### src/rtl/riscv_pkg.sv
// Types and constants shared by the RV32I pipeline stages (fetch state, bubble encoding, opcodes).
package riscv_pkg;

  localparam int unsigned XLEN = 32;

  localparam logic [XLEN-1:0] NOP_BUBBLE = 32'h0;

  localparam logic [6:0] OPC_LUI    = 7'b0110111;
  localparam logic [6:0] OPC_AUIPC  = 7'b0010111;
  localparam logic [6:0] OPC_JAL    = 7'b1101111;
  localparam logic [6:0] OPC_JALR   = 7'b1100111;
  localparam logic [6:0] OPC_BRANCH = 7'b1100011;
  localparam logic [6:0] OPC_LOAD   = 7'b0000011;
  localparam logic [6:0] OPC_STORE  = 7'b0100011;
  localparam logic [6:0] OPC_OPIMM  = 7'b0010011;
  localparam logic [6:0] OPC_OP     = 7'b0110011;

  typedef enum logic [2:0] {
    StA0,
    StA1,
    StA2,
    StA3,
    StW,
    StHold
  } fetch_state_e;

  // Redirect targets are word aligned; the sum wraps at 2^32.
  function automatic logic [XLEN-1:0] fetch_target(input logic [XLEN-1:0] base,
                                                   input logic [XLEN-1:0] off);
    logic [XLEN-1:0] sum;
    sum = base + off;
    return {sum[XLEN-1:2], 2'b00};
  endfunction

endpackage

### src/rtl/ifetch_if.sv
// Fetch-stage bus: byte-wide memory read port plus the decode-side handshake.
interface ifetch_if;
  import riscv_pkg::*;

  logic [XLEN-1:0] mem_a;
  logic            mem_rd;
  logic [7:0]      mem_din;

  logic            stall;
  logic            id_if_pce;
  logic [XLEN-1:0] id_if_pc;
  logic [XLEN-1:0] id_if_off;

  logic [XLEN-1:0] if_is;
  logic [XLEN-1:0] if_pc;
  logic            if_valid;

  modport master (
    output mem_a, mem_rd, if_is, if_pc, if_valid,
    input  mem_din, stall, id_if_pce, id_if_pc, id_if_off
  );

  modport slave (
    input  mem_a, mem_rd, if_is, if_pc, if_valid,
    output mem_din, stall, id_if_pce, id_if_pc, id_if_off
  );

endinterface

### src/rtl/ifetch_asm.sv
// Byte-lane assembler: collects the four little-endian read bytes of one instruction word.
module ifetch_asm
  import riscv_pkg::*;
(
    input  logic            clk,
    input  logic            rst_n,
    input  fetch_state_e    state,
    input  logic            clr,
    input  logic [7:0]      mem_din,
    output logic [XLEN-1:0] word
);

    logic [XLEN-1:0] buf_q, buf_d;

    // Each byte arrives one cycle after its read strobe, i.e. in the following state.
    always_comb begin
        buf_d = buf_q;
        if (clr) begin
            buf_d = '0;
        end else begin
            case (state)
                StA1:    buf_d[7:0]   = mem_din;
                StA2:    buf_d[15:8]  = mem_din;
                StA3:    buf_d[23:16] = mem_din;
                StW:     buf_d[31:24] = mem_din;
                default: buf_d = buf_q;
            endcase
        end
    end

    always_ff @(posedge clk or negedge rst_n) begin
        if (!rst_n) begin
            buf_q <= '0;
        end else begin
            buf_q <= buf_d;
        end
    end

    assign word = buf_q;

endmodule

### src/rtl/ifetch.sv
// RV32I instruction fetch: four byte reads per word, stall hold, and redirect with one bubble.
module ifetch
  import riscv_pkg::*;
#(
    parameter logic [XLEN-1:0] RESET_PC = 32'h0
) (
    input logic      clk,
    input logic      rst_n,
    ifetch_if.master bus
);

    fetch_state_e    state_q, state_d;
    logic [XLEN-1:0] pc_q, pc_d;
    logic            full_q, full_d;
    logic [XLEN-1:0] is_q, is_d;
    logic [XLEN-1:0] ipc_q, ipc_d;
    logic            valid_q, valid_d;

    logic [XLEN-1:0] asm_word;
    logic [XLEN-1:0] word;
    logic            asm_clr;
    logic            present;
    logic [XLEN-1:0] mem_a;
    logic            mem_rd;

    ifetch_asm u_asm (
        .clk     (clk),
        .rst_n   (rst_n),
        .state   (state_q),
        .clr     (asm_clr),
        .mem_din (bus.mem_din),
        .word    (asm_word)
    );

    always_comb begin
        state_d = state_q;
        pc_d    = pc_q;
        full_d  = full_q;
        is_d    = is_q;
        ipc_d   = ipc_q;
        valid_d = valid_q;
        asm_clr = 1'b0;
        present = 1'b0;
        word    = asm_word;

        case (state_q)
            StA0: state_d = StA1;
            StA1: state_d = StA2;
            StA2: state_d = StA3;
            StA3: state_d = StW;
            StW: begin
                // Top byte is still on mem_din; bypass it so W can present directly.
                word = {bus.mem_din, asm_word[23:0]};
                if (bus.stall) begin
                    full_d  = 1'b1;
                    state_d = StHold;
                end else begin
                    present = 1'b1;
                    state_d = StA0;
                end
            end
            StHold: begin
                if (!bus.stall) begin
                    present = full_q;
                    full_d  = 1'b0;
                    state_d = StA0;
                end
            end
            default: state_d = StA0;
        endcase

        if (present) begin
            is_d    = word;
            ipc_d   = pc_q + 32'd4;
            valid_d = 1'b1;
            pc_d    = pc_q + 32'd4;
        end else if (!bus.stall) begin
            is_d    = NOP_BUBBLE;
            valid_d = 1'b0;
        end

        // Redirect overrides everything, including a word completing this cycle.
        if (bus.id_if_pce) begin
            pc_d    = fetch_target(bus.id_if_off, bus.id_if_pc);
            state_d = StA0;
            full_d  = 1'b0;
            asm_clr = 1'b1;
            is_d    = NOP_BUBBLE;
            valid_d = 1'b0;
            ipc_d   = ipc_q;
        end
    end

    always_ff @(posedge clk or negedge rst_n) begin
        if (!rst_n) begin
            state_q <= StA0;
            pc_q    <= RESET_PC;
            full_q  <= 1'b0;
            is_q    <= NOP_BUBBLE;
            ipc_q   <= '0;
            valid_q <= 1'b0;
        end else begin
            state_q <= state_d;
            pc_q    <= pc_d;
            full_q  <= full_d;
            is_q    <= is_d;
            ipc_q   <= ipc_d;
            valid_q <= valid_d;
        end
    end

    // Memory port is Moore on the state; held quiet while reset is asserted.
    always_comb begin
        mem_a  = '0;
        mem_rd = 1'b0;
        if (rst_n) begin
            case (state_q)
                StA0: begin mem_a = pc_q;          mem_rd = 1'b1; end
                StA1: begin mem_a = pc_q + 32'd1;  mem_rd = 1'b1; end
                StA2: begin mem_a = pc_q + 32'd2;  mem_rd = 1'b1; end
                StA3: begin mem_a = pc_q + 32'd3;  mem_rd = 1'b1; end
                default: begin mem_a = '0;         mem_rd = 1'b0; end
            endcase
        end
    end

    assign bus.mem_a    = mem_a;
    assign bus.mem_rd   = mem_rd;
    assign bus.if_is    = is_q;
    assign bus.if_pc    = ipc_q;
    assign bus.if_valid = valid_q;

endmodule
### src/flat_wrapper.sv
// flat-port wrapper written by rule: the top's interface ports become plain ports
module ifetch_flat import riscv_pkg::*;
#(
    parameter logic [XLEN-1:0] RESET_PC = 32'h0
)
  (clk, rst_n, bus_mem_a, bus_mem_rd, bus_if_is, bus_if_pc, bus_if_valid, bus_mem_din, bus_stall, bus_id_if_pce, bus_id_if_pc, bus_id_if_off);
  ifetch_if bus_i ();
  input logic clk;
  input logic rst_n;
  output wire logic [$bits(bus_i.mem_a)-1:0] bus_mem_a;
  output wire logic [$bits(bus_i.mem_rd)-1:0] bus_mem_rd;
  output wire logic [$bits(bus_i.if_is)-1:0] bus_if_is;
  output wire logic [$bits(bus_i.if_pc)-1:0] bus_if_pc;
  output wire logic [$bits(bus_i.if_valid)-1:0] bus_if_valid;
  input wire logic [$bits(bus_i.mem_din)-1:0] bus_mem_din;
  input wire logic [$bits(bus_i.stall)-1:0] bus_stall;
  input wire logic [$bits(bus_i.id_if_pce)-1:0] bus_id_if_pce;
  input wire logic [$bits(bus_i.id_if_pc)-1:0] bus_id_if_pc;
  input wire logic [$bits(bus_i.id_if_off)-1:0] bus_id_if_off;
  assign bus_mem_a = bus_i.mem_a;
  assign bus_mem_rd = bus_i.mem_rd;
  assign bus_if_is = bus_i.if_is;
  assign bus_if_pc = bus_i.if_pc;
  assign bus_if_valid = bus_i.if_valid;
  assign bus_i.mem_din = bus_mem_din;
  assign bus_i.stall = bus_stall;
  assign bus_i.id_if_pce = bus_id_if_pce;
  assign bus_i.id_if_pc = bus_id_if_pc;
  assign bus_i.id_if_off = bus_id_if_off;
  ifetch #(.RESET_PC(RESET_PC)) u_core (.clk(clk), .rst_n(rst_n), .bus(bus_i));
endmodule
### config.mk
export PLATFORM = sky130hd
export DESIGN_NAME = ifetch_flat
export DESIGN_NICKNAME = d
export VERILOG_FILES = /design/src/rtl/riscv_pkg.sv /design/src/rtl/ifetch_if.sv /design/src/rtl/ifetch_asm.sv /design/src/rtl/ifetch.sv /design/src/flat_wrapper.sv
export SDC_FILE = /design/constraint.sdc
export NUM_CORES = 1
export LEC_CHECK = 0
export ABC_AREA = 1
export BUFFER_PORTS_ARGS = -buffer_cell sky130_fd_sc_hd__buf_2
export CAP_MARGIN = 20
export CORE_MARGIN = 5
export CORE_UTILIZATION = 50
export CTS_CLUSTER_SIZE = 16
export DETAILED_ROUTE_END_ITERATION = 10
export GPL_TIMING_DRIVEN = 1
export MAX_ROUTING_LAYER = met4
export PLACE_DENSITY_LB_ADDON = 0.12
export SYNTH_ARGS = -nofsm -noshare
export SYNTH_HDL_FRONTEND = slang
export SYNTH_SLANG_ARGS = --single-unit
### constraint.sdc
create_clock -name clk -period 1.75 [get_ports clk]
set_input_delay 0.0875 -clock clk [delete_from_list [all_inputs] [get_ports clk]]
set_output_delay 0.0875 -clock clk [all_outputs]
set_load 0.05 [all_outputs]
# Word level (Yosys, flattened, before mapping)
# Cells that the tools add are included.
# totals
reg_bits	133
latchBits	0
mem_bits_rw	0
romBits	0
input_bits	76
output_inout_bits	98
word_cells	63
n_memories	0
# classes
n_addsub	5
multipliers	0
n_div	0
order_cmp	0
eq_ne	8
shift	0
muxes	29
n_bitwise	1
reduce_logical	10
# op_table
operator	n
two-way mux 32 bit	8
case mux 32 bit (4 select lines)	1
adder 32 x 2 -> 32 bit (second input constant)	2
adder 32 x 1 -> 32 bit (second input constant)	1
adder 32 x 3 -> 32 bit (second input constant)	1
adder 32 bit	1
two-way mux 8 bit	4
case mux 3 bit (6 select lines)	1
two-way mux 1 bit	10
nonzero test 2 bit	5
two-way mux 3 bit	3
equality test 3 x 2 -> 1 bit (second input constant)	2
equality test 3 bit (second input constant)	2
inequality test 3 bit (second input constant)	2
case mux 1 bit (2 select lines)	2
OR reduction 4 bit	1
equality test 3 x 1 -> 1 bit (second input constant)	1
zero test 3 bit	1
inequality test 3 x 1 -> 1 bit (second input constant)	1
AND reduction 3 bit	1
nonzero test 3 bit	1
AND reduction 2 bit	1
NOT 1 bit	1

# Depth between registers and ports, before layout
# Gate-level depths: netlist of the first run.
# depth
ltp_word	4
mapped_depth	14
mapped_depth_nobuf	14

# Cells and area by module
# Synthesis of the first run repeated with hierarchy kept, for this count alone.
# unflattened
cells_unflattened	1260
area_unflattened_um2	8484.4
# by_module_without_submodules
mod	instances	cells_per_inst	area_per_inst_um2	seq_area_each_um2
ifetch	1	1099	7106.8	2427.3
ifetch_asm	1	161	1377.6	800.8

# Least setup slack after synthesis of the first run
# Ideal clock, no wire load.
# synth_timing
path_kind	register -> output
startpoint	register u_core.state_q[2]
endpoint	output port bus_mem_a[10]
arrival_ns	2.456
t_required_ns	1.662
setup_slack_ns	-0.794
path_stages_with_launch	5
n_path_buf	1
cell_sequence	dfrtp_1 nor2_1 clkinv_1 clkbuf_1 nor2_1
# synth_between
elab_chain_cells	3
word_cells_on_any_way	6
cone_classes	eq/ne: 3; mux: 2; reduce/logical: 1
# synth_rtl
item	line	text
from (decl)	ifetch.sv:12	fetch_state_e state_q, state_d;
from (signal assigned)	ifetch.sv:96	state_q <= StA0;
from (signal assigned)	ifetch.sv:103	state_q <= state_d;
equality test 3 x 2 -> 1 bit, or another cell as far along	ifetch.sv:117	case (state_q)
case mux 32 bit (4 select lines) (*)	ifetch.sv:117	
two-way mux 32 bit (*)	ifetch.sv:116	if (rst_n) begin
to (decl)	flat_wrapper.sv:10	output wire logic [$bits(bus_i.mem_a)-1:0] bus_mem_a;
# Mark *: on every way between the ends. The rest lies on a longest branch, timed or not.

# Final worst setup path of the first run
# layout_timing
startpoint	register u_core.pc_q[3]
endpoint	register u_core.pc_q[26]
# layout_between
elab_chain_cells	3
# layout_rtl
item	line	text
from (decl)	ifetch.sv:13	logic [XLEN-1:0] pc_q, pc_d;
from (signal assigned)	ifetch.sv:104	pc_q <= pc_d;
adder 32 x 3 -> 32 bit	ifetch.sv:76	pc_d = pc_q + 32'd4;
two-way mux 32 bit	ifetch.sv:72	if (present) begin
two-way mux 32 bit	ifetch.sv:83	if (bus.id_if_pce) begin
# Every way passes these cells. The select of a mux whose other input is x is not followed.
# A chain may end at the register's enable or synchronous reset.

==> flow_summary.rst, run 1 <==
.. list-table::
   :header-rows: 1

   * - Metric
     - Value
   * - Maximum clock rate
     - roughly 0.56 GHz
   * - Post-synthesis instance area
     - 8320 µm²
   * - Worst setup path class
     - register to register
   * - CTS root buf
     - sky130_fd_sc_hd__clkbuf_16
   * - Antenna violations before repair
     - 0
   * - Horizontal die dimension
     - 139 µm
   * - Vias in the first global route
     - approximately 8.7k
   * - Via count of the routed design
     - ~8.9k
   * - Overall fraction of global-route tracks in use
     - ~28%
   * - Residual overflow from global routing
     - 0
   * - Critical Path End Type
     - register
   * - Worst slew pin tran
     - 0.714 ns
   * - Final hold slack
     - 0.0116 ns
   * - Port buffer count
     - 171
   * - CP Max Fanout
     - 3
   * - Tcrit/Tclk final
     - 102%
   * - Reg-to-reg critical path endpoint
     - u_core.pc_q[26]
   * - Max-Slew Margin vs Limit
     - a little over half
   * - Clock Sink Count
     - 129
   * - Core outline area
     - between 15000 and 20000 µm²
   * - CP arrival
     - between 2 and 2.5 ns
   * - Main area contributors after synthesis
     - sky130_fd_sc_hd__dfrtp_1, sky130_fd_sc_hd__nand2_1, sky130_fd_sc_hd__inv_1
   * - Worst vdd ir
     - roughly 480 µV
   * - Total die area
     - 19300 µm²
   * - Antenna fix cells
     - 0
   * - Number of distinct library cells after synthesis
     - 40
   * - Warnings from Yosys
     - 0
   * - Residual DRC
     - 0
   * - Wire length of the first global-routing pass
     - between 40 and 50 mm
   * - Unrepaired setup endpoints after global routing
     - true
   * - Cell leakage power
     - ~6.3 nW
   * - Number of ports placed on the die boundary
     - about 170
   * - Result of the run
     - finished with violations
   * - Launch point of the worst hold path
     - bus_mem_din[2]
   * - Final GP Congestion
     - roughly 0.96
   * - P&R area growth vs syn
     - 38.6%
   * - Most common cell after layout, fill and taps aside
     - sky130_fd_sc_hd__nand2_1
   * - Classification of the worst-slack hold path
     - input pin to register
   * - Highest-count cells in the layout ignoring fill and taps
     - sky130_fd_sc_hd__nand2_1, sky130_fd_sc_hd__inv_1, sky130_fd_sc_hd__buf_2
   * - Register area share after synthesis
     - approximately two fifths
   * - Number of synthesized flops with an enable pin
     - 0
   * - Worst-skew pair later-pin latency
     - between 0.4 and 0.5 ns
   * - Half-perimeter wire length of the detailed placement result
     - between 20 and 25 mm
   * - Remaining antenna violation count
     - 0
   * - Failing checks
     - setup timing
   * - Number of iterations in the first detailed-routing pass
     - 8
   * - Logic depth of the worst register-to-register path
     - 13
   * - DRC marker count from the first detailed-route iteration
     - about 600
   * - Cell type with the highest aggregate area in the netlist
     - sky130_fd_sc_hd__dfrtp_1
   * - Inserted Clock Buffers
     - 17
   * - Time the worst path needs with I/O delays and setup
     - around 1.8 ns
   * - Max-cap violations
     - 0
   * - Flop and latch count out of synthesis
     - between 100 and 150
   * - Layout cells sized above 1
     - a little over a quarter
   * - Post-DR wirelength/cell
     - 16.0 µm
   * - Crit Reg-Reg Startpoint
     - u_core.pc_q[3]
   * - Floorplan die height
     - approximately 140 µm
   * - Final setup violating endpoints
     - 5
   * - Reg clk slew, reported paths
     - 0.06 ns
   * - Average cell area after synthesis
     - 6.89 µm²
   * - Number of cell rows
     - 47
   * - Most used flip-flop cell after synthesis
     - sky130_fd_sc_hd__dfrtp_1
   * - Layout Cells excl Fill
     - ~1.7k
   * - Via-to-Cell Ratio
     - slightly above 5
   * - Post-route setup slack
     - -0.0365 ns
   * - Setup slack of the worst register-to-register path
     - -0.04 ns
   * - Net count, final
     - 1608
   * - # placed instances
     - between 1.5k and 2k
   * - Data required, critical path
     - about 2.1 ns
   * - Top-area cell type share of the netlist area
     - a little under 40%
   * - Initial core utilization
     - just over 50%
   * - Final count of hold timing violations
     - 0
   * - Clock tree from TritonCTS
     - built
   * - Worst clock skew
     - ~0.0096 ns
   * - Routed wire length
     - between 20 and 30 mm
   * - H-tree depth reported by CTS
     - 4
   * - Pin count of the biggest net entering global routing
     - 130
   * - Worst Hold End
     - u_core.u_asm.word[26]
   * - Pwr Density
     - 951 nW/µm²
   * - Gate count of the mapped netlist
     - 1209
   * - Synth async-reset ratio
     - between 90% and 100%
   * - Kind of start point of the critical path
     - register
   * - Final Power
     - 11.0 mW
   * - Worst Hold Path Cells
     - 3
   * - Fin. max-slew vios
     - 0
   * - Clock Tree Buf Depth
     - 2
-- per-stage QoR --
stage	util [%]	setup TNS (ns)	setup slack, ns	instance area (µm²)
global placement	63.0	-0.391	-0.127	10400
finish	70.1	-0.0721	-0.0365	11500
detailed placement	63.0	-0.552	-0.142	10400
global route	70.1	-1.18	-0.139	11500
floorplan	-	-0.263	-0.0438	8490
CTS	68.0	-0.118	-0.0320	11200
-- critical path: stages, from the launching register on --
cell                      delay (ns)
sky130_fd_sc_hd__dfrtp_1        0.35
sky130_fd_sc_hd__ha_2           0.19
sky130_fd_sc_hd__nand2_2        0.07
sky130_fd_sc_hd__nor2_4         0.13
sky130_fd_sc_hd__nand3_2        0.10
sky130_fd_sc_hd__nor3_4         0.28
sky130_fd_sc_hd__buf_6          0.15
sky130_fd_sc_hd__nand2_2        0.04
sky130_fd_sc_hd__nand2_2        0.08
sky130_fd_sc_hd__nand3_2        0.06
sky130_fd_sc_hd__nand2_2        0.08
sky130_fd_sc_hd__inv_2          0.05
sky130_fd_sc_hd__nand2_1        0.05
sky130_fd_sc_hd__nand2_1        0.04
-- cell families after synthesis --
group	Yosys count	synth area share, %
and+or+nand+nor	679	33.9
buffers and inverters	202	9.65
AOI/OAI and AO/OA	140	10.1
DFF	129	38.8
adders and majority gates	31	4.66
xor gates and xnor gates	27	2.84
other	1	0.0450
-- state kept, by name, indices dropped and copies added (netlist names) --
register             flops
u_core.bus.if_is        32
u_core.bus.if_pc        30
u_core.bus.if_valid      1
u_core.full_q            1
u_core.pc_q             30
u_core.state_q           3
u_core.u_asm.word       32
-- area by class of cell --
cell class / count / area, µm²
Multi-Input combinational cell: 879 / 4620
Clock buffer: 18 / 439
Fill cell: 1382 / 4930
Clock inverter: 14 / 215
Inverter: 171 / 651
Timing Repair Buffer: 303 / 2110
Sequential cell: 129 / 3230
Tap cell: 220 / 275
-- report_power, final --
| group | switching, mW | leakage (nW) | internal (mW) | total, mW |
|---|---|---|---|---|
| Sequential | 0.218 | 1.72 | 3.28 | 3.49 |
| Clock | 1.44 | 0.322 | 2.48 | 3.92 |
| Combinational | 2.34 | 4.23 | 1.23 | 3.56 |
| Total | 4.00 | 6.26 | 6.98 | 11.0 |
-- Yosys cell counts, types with 4 or more instances --
library cell,count
sky130_fd_sc_hd__xnor2_1,6
sky130_fd_sc_hd__o211ai_2,4
sky130_fd_sc_hd__nand3_1,88
sky130_fd_sc_hd__nand2_1,398
sky130_fd_sc_hd__inv_2,9
sky130_fd_sc_hd__nand3b_1,6
sky130_fd_sc_hd__dfrtp_1,129
sky130_fd_sc_hd__nor3_1,23
sky130_fd_sc_hd__o21bai_1,7
sky130_fd_sc_hd__ha_1,31
sky130_fd_sc_hd__inv_1,161
sky130_fd_sc_hd__xor2_1,21
sky130_fd_sc_hd__clkbuf_1,15
sky130_fd_sc_hd__a21o_1,4
sky130_fd_sc_hd__o21ai_0,60
sky130_fd_sc_hd__nor3_2,4
sky130_fd_sc_hd__a32o_1,8
sky130_fd_sc_hd__nor2_1,143
sky130_fd_sc_hd__a21oi_1,42
sky130_fd_sc_hd__buf_2,9
sky130_fd_sc_hd__nand4_1,7
-- routing by layer --
layer  GRT usage [%]  vias to the layer above  wire length, µm
li1                -                     4414                -
met3            3.90                       61             1680
met2            49.1                      329            14400
met1            33.9                     4094            10800
met5               -                        -                0
met4            10.8                        0              849
-- what timing repair did --
item / 4_1_cts / 5_1_grt
cloned: 0 / 3
pin swaps: 0 / 15
setup endpoints to repair: 28 / 48
setup buffers: 0 / 6
endpoints found under the hold margin: 134 / 0
resized for setup: 35 / 66
hold buffers: 6 / 0
-- worst max-delay path by stage --
stage                       from         endpoint  slack, ns  depth (start not counted)
2_1_floorplan  u_core.state_q[2]     bus_mem_a[1]      -0.04                          3
3_3_place_gp   bus_id_if_off[13]  u_core.pc_q[27]      -0.13                         13
3_5_place_dp   bus_id_if_off[13]  u_core.pc_q[27]      -0.14                         13
4_1_cts        u_core.state_q[2]     bus_mem_a[3]      -0.03                          6
5_1_grt           u_core.pc_q[2]  u_core.pc_q[26]      -0.14                         13
6_report          u_core.pc_q[3]  u_core.pc_q[26]      -0.04                         13
Power figures use the tool's default switching activity.
==> run 2: changes to the inputs <==
- ABC_AREA: 1 -> unset
- SKIP_LAST_GASP: unset -> 1
- SYNTH_HIERARCHICAL: unset -> 1
==> run 2 against run 1 <==
  * The flow still finishes with violations (setup timing)
  * Non-clock buffer count increased by 35
  * Core utilization up 4.1 points
  * Sequential power up 5%
  * Worst hold slack gained 0.018 ns
  * Sequential cell count did not move
  * Die area is 2.9% lower
  * Area after synthesis down 3.1%
  * Sequential share of layout area shrank 0.48 points
  * Setup slack worse by 0.11 ns
  * Critical path type unchanged
==> flow_summary.rst, run 2 <==
.. list-table::
   :header-rows: 1

   * - Metric
     - Value
   * - Result of the run
     - finished with violations
   * - Failing checks
     - setup timing
   * - Remaining antenna violation count
     - 0 (unchanged)
   * - Global routing usage on met3
     - 3.82% (-0.073 points)
   * - Top-area cell type share of the netlist area
     - 40.0% (+1.2 points)
   * - Warnings from Yosys
     - 6 (+6)
   * - CP arrival
     - 2.17 ns (+0.07 ns)
   * - Main area contributors after synthesis
     - sky130_fd_sc_hd__dfrtp_1, sky130_fd_sc_hd__mux2i_1, sky130_fd_sc_hd__xnor2_1
   * - Most common cell after layout, fill and taps aside
     - sky130_fd_sc_hd__buf_4
   * - Port buffer count
     - 171 (unchanged)
   * - Classification of the worst-slack hold path
     - input pin to register
   * - Setup slack of the worst register-to-register path
     - -0.15 ns (-0.11 ns)
   * - Half-perimeter wire length of the detailed placement result
     - 16.3 mm (-22%)
   * - Reg-to-reg critical path endpoint
     - u_core/pc_q[23]
   * - Peak-usage layer in the global routing report
     - met2
   * - Wire length of the first global-routing pass
     - 36.1 mm (-17%)
   * - Pin count of the biggest net entering global routing
     - 130 (unchanged)
   * - Antenna violations before repair
     - 0 (unchanged)
   * - Critical Path End Type
     - register
   * - Max-cap violations
     - 0 (unchanged)
   * - Fin. max-slew vios
     - 0 (unchanged)
   * - Final count of hold timing violations
     - 0 (unchanged)
   * - Unrepaired setup endpoints after global routing
     - true
   * - Number of synthesized flops with an enable pin
     - 0 (unchanged)
   * - CTS root buf
     - sky130_fd_sc_hd__clkbuf_16
   * - Residual DRC
     - 0 (unchanged)
   * - Max-Slew Margin vs Limit
     - 51.5% (-0.93 points)
   * - Final Power
     - 11.6 mW (+5.7%)
   * - Floorplan die height
     - 137 µm (-1.4%)
   * - Number of iterations in the first detailed-routing pass
     - 5 (-3)
   * - Core outline area
     - 15800 µm² (-3.9%)
   * - CP Max Fanout
     - 6 (+3)
   * - Overall fraction of global-route tracks in use
     - 24.8% (-3.6 points)
   * - Ranking of synthesized cells by instance count
     - sky130_fd_sc_hd__dfrtp_1, sky130_fd_sc_hd__nand2_1, sky130_fd_sc_hd__o21ai_0, sky130_fd_sc_hd__xnor2_1, sky130_fd_sc_hd__nor2_1
   * - Register area share after synthesis
     - 40.0% (+1.2 points)
   * - Net count, final
     - 1276 (-21%)
   * - Number of distinct library cells after synthesis
     - 74 (+85%)
   * - Via count of the routed design
     - 7551 (-15%)
   * - Pre-CTS setup slack
     - -0.369 ns (-0.227 ns)
   * - H-tree depth reported by CTS
     - 4 (unchanged)
   * - Inserted Clock Buffers
     - 17 (unchanged)
   * - Highest-count cells in the layout ignoring fill and taps
     - sky130_fd_sc_hd__buf_4, sky130_fd_sc_hd__buf_2, sky130_fd_sc_hd__dfrtp_1
   * - FILL cells
     - 1095 (-21%)
   * - Crit. Startpoint
     - u_core/state_q[1]
   * - Residual overflow from global routing
     - 0 (unchanged)
   * - Tcrit/Tclk final
     - 109% (+6.5 points)
   * - Kind of start point of the critical path
     - register
   * - Worst vdd ir
     - 636 µV (+32%)
   * - Library cell with the highest instance count after synthesis
     - sky130_fd_sc_hd__dfrtp_1
   * - Horizontal die dimension
     - 137 µm (-1.4%)
   * - Time the worst path needs with I/O delays and setup
     - 1.90 ns (+0.115 ns)
   * - Final setup violating endpoints
     - 111 (+106)
   * - Destination of the critical timing path
     - u_core/pc_q[23]
   * - Clock Sink Count
     - 129 (unchanged)
   * - Reg clk slew, reported paths
     - 0.06 ns (about the same)
   * - DRC marker count from the first detailed-route iteration
     - 418 (-32%)
   * - Pwr Density
     - 988 nW/µm² (+3.9%)
   * - Most used flip-flop cell after synthesis
     - sky130_fd_sc_hd__dfrtp_1
   * - Layout cells sized above 1
     - 39.2% (+12 points)
   * - Via-to-Cell Ratio
     - 5.40 (+5.3%)
   * - Synth async-reset ratio
     - 100% (unchanged)
   * - Flop and latch count out of synthesis
     - 129 (unchanged)
   * - Post-DR wirelength/cell
     - 17.4 µm (+8.9%)
   * - Vias in the first global route
     - 7339 (-16%)
   * - Crit Reg-Reg Startpoint
     - u_core/state_q[1]
   * - Clock tree from TritonCTS
     - built
   * - Gate count of the mapped netlist
     - 856 (-29%)
   * - Routing usage on met2
     - 42.1% (-7.0 points)
   * - Routed wire length
     - 24.3 mm (-12%)
   * - Final GP Congestion
     - 0.906 (-5.6%)
   * - Antenna fix cells
     - 0 (unchanged)
   * - Worst clock skew
     - 0.00719 ns (-0.00242 ns)
   * - Worst setup path class
     - register to register
   * - Number of cell rows
     - 46 (-2.1%)
   * - Average cell area after synthesis
     - 9.42 µm² (+37%)
   * - Total die area
     - 18800 µm² (-2.9%)
   * - Clock Tree Buf Depth
     - 2 (unchanged)
   * - Data required, critical path
     - 2.02 ns (-0.04 ns)
   * - Cell leakage power
     - 5.72 nW (-8.7%)
   * - Cell type with the highest aggregate area in the netlist
     - sky130_fd_sc_hd__dfrtp_1
   * - Worst-skew pair later-pin latency
     - 0.41 ns (about the same)
   * - Initial core utilization
     - 51.0% (+0.41 points)
   * - P&R area growth vs syn
     - 45.5%
   * - Logic depth of the worst register-to-register path
     - 8 (-5)
   * - Post-route setup slack
     - -0.151 ns (-0.115 ns)
   * - Post-synthesis instance area
     - 8070 µm² (-3.1%)
   * - Met1 track demand over resource
     - 30.4% (-3.5 points)
   * - Number of ports placed on the die boundary
     - 174 (unchanged)
   * - Worst slew pin tran
     - 0.728 ns (+0.0140 ns)
   * - Maximum clock rate
     - 0.526 GHz (-6.0%)
[run 2: cell count changes after synthesis, sizes merged, moves of 8 or more]
cell / previous run / this run
nor2: 146 / 55
and3: 0 / 10
nor3: 29 / 11
nand2: 398 / 93
a211oi: 0 / 8
a32o: 8 / 0
xnor2: 6 / 54
clkbuf: 15 / 26
nand2b: 0 / 43
inv: 170 / 11
and2: 0 / 39
a22o: 0 / 24
nand3: 88 / 26
mux2i: 0 / 50
[run 2: routing by layer]
| layer | part of all wire [%] | wire (µm) |
|---|---|---|
| met4 | 2.8 | 689 |
| met1 | 42 | 10200 |
| met3 | 4.5 | 1110 |
| met2 | 51 | 12300 |
| met5 | 0 | 0 |
[run 2: cells by family (layout without fill, tap and decap cells)]
logic type,Yosys count,count (layout),share of synthesized area [%]
buffers and inverters,56,381,3.52
AND/OR/NAND/NOR,320,320,21.2
flip-flops,129,129,40.0
AO/OA/AOI/OAI,189,189,15.5
multiplexers,51,51,6.34
XOR/XNOR,79,79,8.58
other,1,2,0.0465
adder cells (fa/ha/maj),31,31,4.81
[run 2: area by class of cell]
type	instances	area, µm²	share of cell area, %
multi-input combinational	672	4930	42.0
clock inverter	11	130	1.11
clock buffer	21	460	3.92
timing repair buffer	338	2680	22.8
tap	216	270	2.30
sequential	129	3230	27.5
inverter	11	41.3	0.352
[run 2: what timing repair did]
item / in CTS / in global routing
resized for setup: 137 / 45
hold buffers: 6 / 0
pin swaps: 19 / 18
endpoints found under the setup margin: 79 / 123
buffers inserted: 6 / 12
hold endpoints to repair: 134 / 0
gates cloned: 3 / 3
[run 2: metrics by stage]
step                TNS, ns  util (%)  hold slack (ns)  cell area, µm²  std cells
finish                -6.56      74.1           0.0293           11700       1398
global route         -13.87      74.1           0.0365           11700       1398
CTS                   -2.77      72.0          0.00797           11400       1385
detailed placement    -6.41      64.2            0.291           10200       1338
global placement      -4.59      64.2            0.295           10200       1338
floorplan            -0.792         -           -0.208            8240        857
[run 2: report_power, final]
| group | total, mW | switching [mW] | internal [mW] |
|---|---|---|---|
| clock network | 3.49 | 1.31 | 2.18 |
| logic | 4.46 | 2.69 | 1.77 |
| registers | 3.65 | 0.282 | 3.36 |
| total | 11.6 | 4.28 | 7.32 |
[run 2: worst min path at each step]
stage / startpoint / to / slack (ns) / cells after the start
2_1_floorplan: rst_n / u_core/bus.if_is[0] / -0.21 / 0
3_3_place_gp: rst_n / u_core/bus.if_is[18] / 0.30 / 2
3_5_place_dp: rst_n / u_core/bus.if_is[18] / 0.29 / 2
4_1_cts: bus_mem_din[6] / u_core/bus.if_is[30] / 0.008 / 3
5_1_grt: bus_mem_din[1] / u_core/bus.if_is[25] / 0.04 / 3
6_report: bus_mem_din[1] / u_core/bus.if_is[25] / 0.03 / 3
[run 2: critical path: stages (launching register included)]
cell and delay [ns]:
sky130_fd_sc_hd__dfrtp_2 0.40, sky130_fd_sc_hd__or3b_4 0.41, sky130_fd_sc_hd__a21o_4 0.26, sky130_fd_sc_hd__nor3_4 0.23, sky130_fd_sc_hd__buf_4 0.15, sky130_fd_sc_hd__nand2_1 0.06
sky130_fd_sc_hd__xnor2_1 0.12, sky130_fd_sc_hd__nor2_1 0.09, sky130_fd_sc_hd__a21oi_1 0.05
